**config.mk**
```make
export PLATFORM = sky130hd
export DESIGN_NAME = ps2_direction_decoder
export DESIGN_NICKNAME = d
export VERILOG_FILES = /design/src/rtl/ps2_direction_decoder_pkg.sv /design/src/rtl/ps2_direction_decoder_rx_frame.sv /design/src/rtl/ps2_direction_decoder.sv
export SDC_FILE = /design/constraint.sdc
export NUM_CORES = 1
export LEC_CHECK = 0
export BUFFER_PORTS_ARGS = -buffer_cell sky130_fd_sc_hd__buf_2
export CORE_MARGIN = 4
export CORE_UTILIZATION = 30
export DETAILED_ROUTE_END_ITERATION = 6
export PLACE_DENSITY = 0.56
export SETUP_SLACK_MARGIN = 0.02
export SLEW_MARGIN = 20
export SYNTH_ARGS = -nofsm -noshare
export SYNTH_HDL_FRONTEND = slang
export SYNTH_SLANG_ARGS = --single-unit
```
**constraint.sdc**
```tcl
create_clock -name iVGA_CLK -period 2.3 [get_ports iVGA_CLK]
set_clock_uncertainty 0.05 [all_clocks]
set_input_delay 0 -clock iVGA_CLK [delete_from_list [all_inputs] [get_ports iVGA_CLK]]
set_output_delay 0 -clock iVGA_CLK [all_outputs]
set_load 0.01 [all_outputs]
```
**src/rtl/ps2_direction_decoder_pkg.sv**
```systemverilog
// Shared types and constants for the PS/2 direction decoder: frame states,
// scan codes and the direction lookup used by the decode stage.
package ps2_pkg;

    typedef enum logic [1:0] {IDLE, DATA, PARITY, STOP} frame_state_t;

    localparam logic [7:0] SC_EXT     = 8'hE0;
    localparam logic [7:0] SC_BRK     = 8'hF0;
    localparam logic [7:0] SC_E_UP    = 8'h75;
    localparam logic [7:0] SC_E_DOWN  = 8'h72;
    localparam logic [7:0] SC_E_LEFT  = 8'h6B;
    localparam logic [7:0] SC_E_RIGHT = 8'h74;
    localparam logic [7:0] SC_UP      = 8'h1D;
    localparam logic [7:0] SC_DOWN    = 8'h1B;
    localparam logic [7:0] SC_LEFT    = 8'h1C;
    localparam logic [7:0] SC_RIGHT   = 8'h23;

    localparam int DEF_FILTER_LEN  = 8;
    localparam int DEF_TIMEOUT_CYC = 50000;
    localparam int DEF_CNT_W       = 16;

    // One-hot {up, down, left, right}; all zero for any unmatched byte.
    function automatic logic [3:0] dir_match(input logic ext, input logic [7:0] code);
        logic [3:0] hit;
        hit = 4'b0000;
        if (ext) begin
            case (code)
                SC_E_UP:    hit = 4'b1000;
                SC_E_DOWN:  hit = 4'b0100;
                SC_E_LEFT:  hit = 4'b0010;
                SC_E_RIGHT: hit = 4'b0001;
                default:    hit = 4'b0000;
            endcase
        end else begin
            case (code)
                SC_UP:      hit = 4'b1000;
                SC_DOWN:    hit = 4'b0100;
                SC_LEFT:    hit = 4'b0010;
                SC_RIGHT:   hit = 4'b0001;
                default:    hit = 4'b0000;
            endcase
        end
        return hit;
    endfunction

endpackage

```
**src/rtl/ps2_direction_decoder_rx_frame.sv**
```systemverilog
// PS/2 receive front end: line synchronisers, ps2_clk glitch filter and the
// 11-bit frame FSM with a mid-frame idle timeout.
module ps2_rx_frame
    import ps2_pkg::*;
#(
    parameter int FILTER_LEN  = DEF_FILTER_LEN,
    parameter int TIMEOUT_CYC = DEF_TIMEOUT_CYC,
    parameter int CNT_W       = DEF_CNT_W
) (
    input  logic       i_clk,
    input  logic       i_rst_n,
    input  logic       i_ps2_clk,
    input  logic       i_ps2_data,
    output logic [7:0] o_byte,
    output logic       o_byte_valid,
    output logic       o_frame_err
);

    localparam int FW = $clog2(FILTER_LEN + 1);

    logic            r_clk_s1, r_clk_s2, r_dat_s1, r_dat_s2;
    logic            r_filt, r_filt_d;
    logic [FW-1:0]   r_filt_cnt;
    logic [CNT_W-1:0] r_to_cnt;

    frame_state_t    r_state, w_state_nx;
    logic [2:0]      r_bit_cnt, w_bit_cnt_nx;
    logic [7:0]      r_shift, w_shift_nx;
    logic            r_par, w_par_nx;
    logic [7:0]      r_byte, w_byte_nx;
    logic            r_valid, w_valid_nx;
    logic            r_err, w_err_nx;

    logic            w_strobe, w_bit, w_timeout;

    always_ff @(posedge i_clk or negedge i_rst_n) begin
        if (!i_rst_n) begin
            r_clk_s1   <= 1'b1;
            r_clk_s2   <= 1'b1;
            r_dat_s1   <= 1'b1;
            r_dat_s2   <= 1'b1;
            r_filt     <= 1'b1;
            r_filt_d   <= 1'b1;
            r_filt_cnt <= '0;
        end else begin
            r_clk_s1 <= i_ps2_clk;
            r_clk_s2 <= r_clk_s1;
            r_dat_s1 <= i_ps2_data;
            r_dat_s2 <= r_dat_s1;
            r_filt_d <= r_filt;
            // Any sample agreeing with the filtered level restarts the run.
            if (r_clk_s2 == r_filt) begin
                r_filt_cnt <= '0;
            end else if (r_filt_cnt == FW'(FILTER_LEN - 1)) begin
                r_filt     <= r_clk_s2;
                r_filt_cnt <= '0;
            end else begin
                r_filt_cnt <= r_filt_cnt + 1'b1;
            end
        end
    end

    assign w_strobe  = r_filt_d & ~r_filt;
    assign w_bit     = r_dat_s2;
    assign w_timeout = (r_state != IDLE) && !w_strobe &&
                       (r_to_cnt == CNT_W'(TIMEOUT_CYC - 1));

    always_ff @(posedge i_clk or negedge i_rst_n) begin
        if (!i_rst_n) begin
            r_to_cnt <= '0;
        end else if (w_strobe || r_state == IDLE) begin
            r_to_cnt <= '0;
        end else begin
            r_to_cnt <= r_to_cnt + 1'b1;
        end
    end

    always_ff @(posedge i_clk or negedge i_rst_n) begin
        if (!i_rst_n) begin
            r_state   <= IDLE;
            r_bit_cnt <= '0;
            r_shift   <= '0;
            r_par     <= 1'b0;
            r_byte    <= '0;
            r_valid   <= 1'b0;
            r_err     <= 1'b0;
        end else begin
            r_state   <= w_state_nx;
            r_bit_cnt <= w_bit_cnt_nx;
            r_shift   <= w_shift_nx;
            r_par     <= w_par_nx;
            r_byte    <= w_byte_nx;
            r_valid   <= w_valid_nx;
            r_err     <= w_err_nx;
        end
    end

    always_comb begin
        w_state_nx   = r_state;
        w_bit_cnt_nx = r_bit_cnt;
        w_shift_nx   = r_shift;
        w_par_nx     = r_par;
        w_byte_nx    = r_byte;
        w_valid_nx   = 1'b0;
        w_err_nx     = 1'b0;
        if (w_timeout) begin
            w_state_nx = IDLE;
            w_err_nx   = 1'b1;
        end else if (w_strobe) begin
            case (r_state)
                IDLE: begin
                    if (!w_bit) begin
                        w_state_nx   = DATA;
                        w_bit_cnt_nx = '0;
                    end
                end
                DATA: begin
                    w_shift_nx   = {w_bit, r_shift[7:1]};
                    w_bit_cnt_nx = r_bit_cnt + 3'd1;
                    if (r_bit_cnt == 3'd7) w_state_nx = PARITY;
                end
                PARITY: begin
                    w_par_nx   = w_bit;
                    w_state_nx = STOP;
                end
                STOP: begin
                    if (w_bit && (^{r_shift, r_par})) begin
                        w_byte_nx  = r_shift;
                        w_valid_nx = 1'b1;
                    end else begin
                        w_err_nx   = 1'b1;
                    end
                    w_state_nx = IDLE;
                end
                default: w_state_nx = IDLE;
            endcase
        end
    end

    assign o_byte       = r_byte;
    assign o_byte_valid = r_valid;
    assign o_frame_err  = r_err;

endmodule

```
**src/rtl/ps2_direction_decoder.sv**
```systemverilog
// Keyboard-to-sprite direction decoder: receives PS/2 frames and holds
// up/down/left/right levels from arrow and WASD make/break codes.
module ps2_direction_decoder
    import ps2_pkg::*;
#(
    parameter int FILTER_LEN  = DEF_FILTER_LEN,
    parameter int TIMEOUT_CYC = DEF_TIMEOUT_CYC,
    parameter int CNT_W       = DEF_CNT_W
) (
    input  logic       iVGA_CLK,
    input  logic       iRST_n,
    input  logic       ps2_clk,
    input  logic       ps2_data,
    output logic       up,
    output logic       down,
    output logic       left,
    output logic       right,
    output logic [7:0] oScan_code,
    output logic       oScan_valid,
    output logic       oFrame_err
);

    logic       r_rst_meta, r_rst_sync;
    logic       r_ext, r_brk;
    logic [3:0] r_dir;
    logic [7:0] w_byte;
    logic       w_valid, w_err;
    logic [3:0] w_hit;

    // Reset asserts immediately but releases in step with iVGA_CLK.
    always_ff @(posedge iVGA_CLK or negedge iRST_n) begin
        if (!iRST_n) begin
            r_rst_meta <= 1'b0;
            r_rst_sync <= 1'b0;
        end else begin
            r_rst_meta <= 1'b1;
            r_rst_sync <= r_rst_meta;
        end
    end

    ps2_rx_frame #(
        .FILTER_LEN  (FILTER_LEN),
        .TIMEOUT_CYC (TIMEOUT_CYC),
        .CNT_W       (CNT_W)
    ) u_rx (
        .i_clk        (iVGA_CLK),
        .i_rst_n      (r_rst_sync),
        .i_ps2_clk    (ps2_clk),
        .i_ps2_data   (ps2_data),
        .o_byte       (w_byte),
        .o_byte_valid (w_valid),
        .o_frame_err  (w_err)
    );

    assign w_hit = dir_match(r_ext, w_byte);

    always_ff @(posedge iVGA_CLK or negedge r_rst_sync) begin
        if (!r_rst_sync) begin
            r_ext <= 1'b0;
            r_brk <= 1'b0;
            r_dir <= 4'b0000;
        end else if (w_err) begin
            r_ext <= 1'b0;
            r_brk <= 1'b0;
        end else if (w_valid) begin
            if (w_byte == SC_EXT) begin
                r_ext <= 1'b1;
            end else if (w_byte == SC_BRK) begin
                r_brk <= 1'b1;
            end else begin
                r_ext <= 1'b0;
                r_brk <= 1'b0;
                r_dir <= (r_dir & ~w_hit) | (w_hit & {4{~r_brk}});
            end
        end
    end

    assign {up, down, left, right} = r_dir;
    assign oScan_code  = w_byte;
    assign oScan_valid = w_valid;
    assign oFrame_err  = w_err;

endmodule

```
==> reports/results.txt <==
Period utilization = 0.863
Post-synth EDFFs = 0
Top cell type's share of synthesized area = 0.476
Slowest-stage cell, CP = xnor3_2
Synth async-reset ratio = 1.00
Worst path arrival time = 2.15 ns
Final RePlAce weighted congestion = 0.816
CP Class = flop to flop
Placed wire-length estimate = 3440 µm
Main combinational cell family by area after synthesis = simple AND/OR/NAND/NOR gates
YS warnings = 0
Final setup violation count = 0
Clock transition at path regs = 0.07 ns
Total congestion overflow = 0
Cts bufs inserted = 9
VDD IR max = 0.000500 V
Mapped Area = 2730 µm²
Critical path buffer and inverter count = 0
CTS tree = built
Outcome = completed
Num Clock Sinks = 58
RSZ-0062 raised after global routing = no
Mux cell area share after synthesis = 0.0934
Die extent in y = 103 µm
Flop and latch count out of synthesis = 58
Mapped Nets = 250
Pre-CTS setup slack = 0.303 ns
Slew margin rel. = 0.575
Root buffer cell = clkbuf_8
Post-route ant nets = 0
Post-Route WL = 4880 µm
I/O Buffers = 17
Mean Syn Cell Area = 11.5 µm²
Adder-Cell Fraction of Synth Area = 0.0366
Via-to-Cell Ratio = 4.86
Row Count = 34
Hold slack = 0.245 ns
Clock Path Buffers = 2
CP top delay family = multiplexers
Die Width = 103 µm
Most common cell in the netlist = dfrtp_1
Max Cap Viol = 0
Final hold viol count = 0
Crit-path cells = xor2_1, xnor3_2, mux2i_4, mux2_2
Worst skew pair latency = 0.33 ns
First-pass GRT wire length = 8650 µm
H-tree depth = 3
GRT Total Usage = 0.105
Share of cells above drive strength 1 = 0.252
Initial core utilization = 0.310
Max Slew Vio Count = 0
Largest net degree at the start of global routing = 32
Router iterations before antenna repair = 4
Fillers = 871
Pwr dens = 836 nW/µm²
Top cells by count, synth = dfrtp_1 (52), nor2_1 (27), mux2_2 (18), xnor2_1 (15), inv_1 (11)
Critical path startpoint category = flop
Diodes inserted = 0
Post-synth top area cell = dfrtp_1
Setup ws final = 0.315 ns
Worst hold-check path type = flop to async pin
Post-Synth XOR/XNOR Area = 0.0756
Critical path required time = 2.46 ns
Post-Synthesis Cells = 238
Via count = 1855
Post-synth cell types = 45
Sequential-to-total area share from yosys stat = 0.534
FMAX = 0.504 GHz
Synth Area in Compound Gates = 0.0628
Post-route DRC violation count = 0
Max stage delay on crit path = 0.44 ns
Top Ports = 18
Die area = 10700 µm²
Dominant synthesized flop cell = dfrtp_1
Setup TNS = 0 ns
P_leak = 1.44 nW
Final net count = 281
Final Critical Period = 1.99 ns
Kind of end point of the critical path = flop
Core area = 8810 µm²
Iteration-0 DRC Markers = 62
Antenna violations before repair = 0
Crit-path max FO = 9
Area delta synth->final = 16.8%
Wire per inst = 12.8 µm
Dominant cells by area after synthesis = dfrtp_1 (48%), mux2_2 (7.4%), dfstp_2 (5.8%)
Slew of the pin with the lowest slew margin = 0.622 ns
Postcts setup bufs = 0
Simple-Gate Fraction of Synth Area = 0.175
Vias in the first global route = 1841
==> metal layers <==
metal  wire length, µm  up-vias  GRT usage
li1                  -      908          -
met5                 0        -          0
met2              2230       36      0.162
met1              2340      901      0.133
met3               201       10     0.0369
met4               100        0     0.0468
==> cell type report <==
cell class | count | area (µm²) | share of cell area
flip-flops and latches | 58 | 1460 | 0.458
clock inverters | 5 | 38.8 | 0.0122
well taps | 108 | 135 | 0.0424
multi-input cells | 165 | 1220 | 0.381
clock buffers | 11 | 151 | 0.0475
repair buffers | 24 | 148 | 0.0463
inverters | 11 | 41.3 | 0.0129
==> cells in the final DEF, fill, tap and decap left out, drive strengths merged, types with 5 or more instances in the layout <==
cell type	instances
dfrtp	52
nor2	27
buf	20
mux2	18
xnor2	15
inv	11
clkbuf	11
nand2	10
nand3	8
ha	8
a21oi	7
nor3	6
dfstp	6
nor4	5
a31oi	5
o21ai	5
==> worst reg2reg max path, stage by stage, from the launching register on <==
cell and delay (ns):
dfrtp_1 0.41, xor2_1 0.17, xnor3_2 0.44, mux2i_4 0.42, mux2_2 0.39
==> state kept, by name (all words and copies together) (netlist names), 2 cells and up, named ones only <==
name / cells
u_rx.r_filt_cnt: 4
u_rx.r_bit_cnt: 3
u_rx.r_to_cnt: 16
u_rx.r_state: 2
u_rx.o_byte: 8
u_rx.r_shift: 8
==> where the power goes <==
group | switching [mW] | total (mW) | internal, mW
registers | 0.112 | 1.26 | 1.15
clock network | 0.411 | 0.861 | 0.450
logic | 0.296 | 0.547 | 0.251
==> per-stage QoR <==
step                      area, µm²   util  total power, mW  cells
after CTS                      3190  0.362             2.72    382
after detailed placement       2960  0.336             1.83    362
final                          3190  0.362             2.67    382
after floorplan                2730      -             1.71    238
after global routing           3190  0.362             2.85    382
after global placement         2960  0.336             1.81    362
==> final timing paths <==
path	start	endpoint	slack, ns	cells after the start
min in group iVGA_CLK	ps2_data	u_rx.r_dat_s1$_DFF_PN1_	0.26	2
worst min register to register	r_rst_sync$_DFF_PN0_	u_rx.r_filt_cnt[1]$_DFF_PN0_	0.25	0
max in group asynchronous	r_rst_sync$_DFF_PN0_	u_rx.r_shift[1]$_DFFE_PN0P_	1.32	1
worst max-delay path	u_rx.r_shift[1]$_DFFE_PN0P_	u_rx.o_byte[7]$_DFFE_PN0P_	0.31	4
worst max register to register	u_rx.r_shift[1]$_DFFE_PN0P_	u_rx.o_byte[7]$_DFFE_PN0P_	0.31	4
worst min-delay path	r_rst_sync$_DFF_PN0_	u_rx.r_filt_cnt[1]$_DFF_PN0_	0.25	0
==> kinds of logic (layout without fill, tap and decap cells) <==
logic type / count (synthesis) / after routing
AOI/OAI and AO/OA: 26 / 26
xor gates and xnor gates: 20 / 20
adders and majority gates: 8 / 8
buffers and inverters: 15 / 51
DFF: 58 / 58
muxes: 22 / 22
other: 1 / 1
and+or+nand+nor: 88 / 88
==> repair_timing <==
item / CTS / global route
hold buffers: 4 / 0
hold endpoints to repair: 4 / 0
resized for setup: 0 / 0
(Power assumes the default switching activity.)
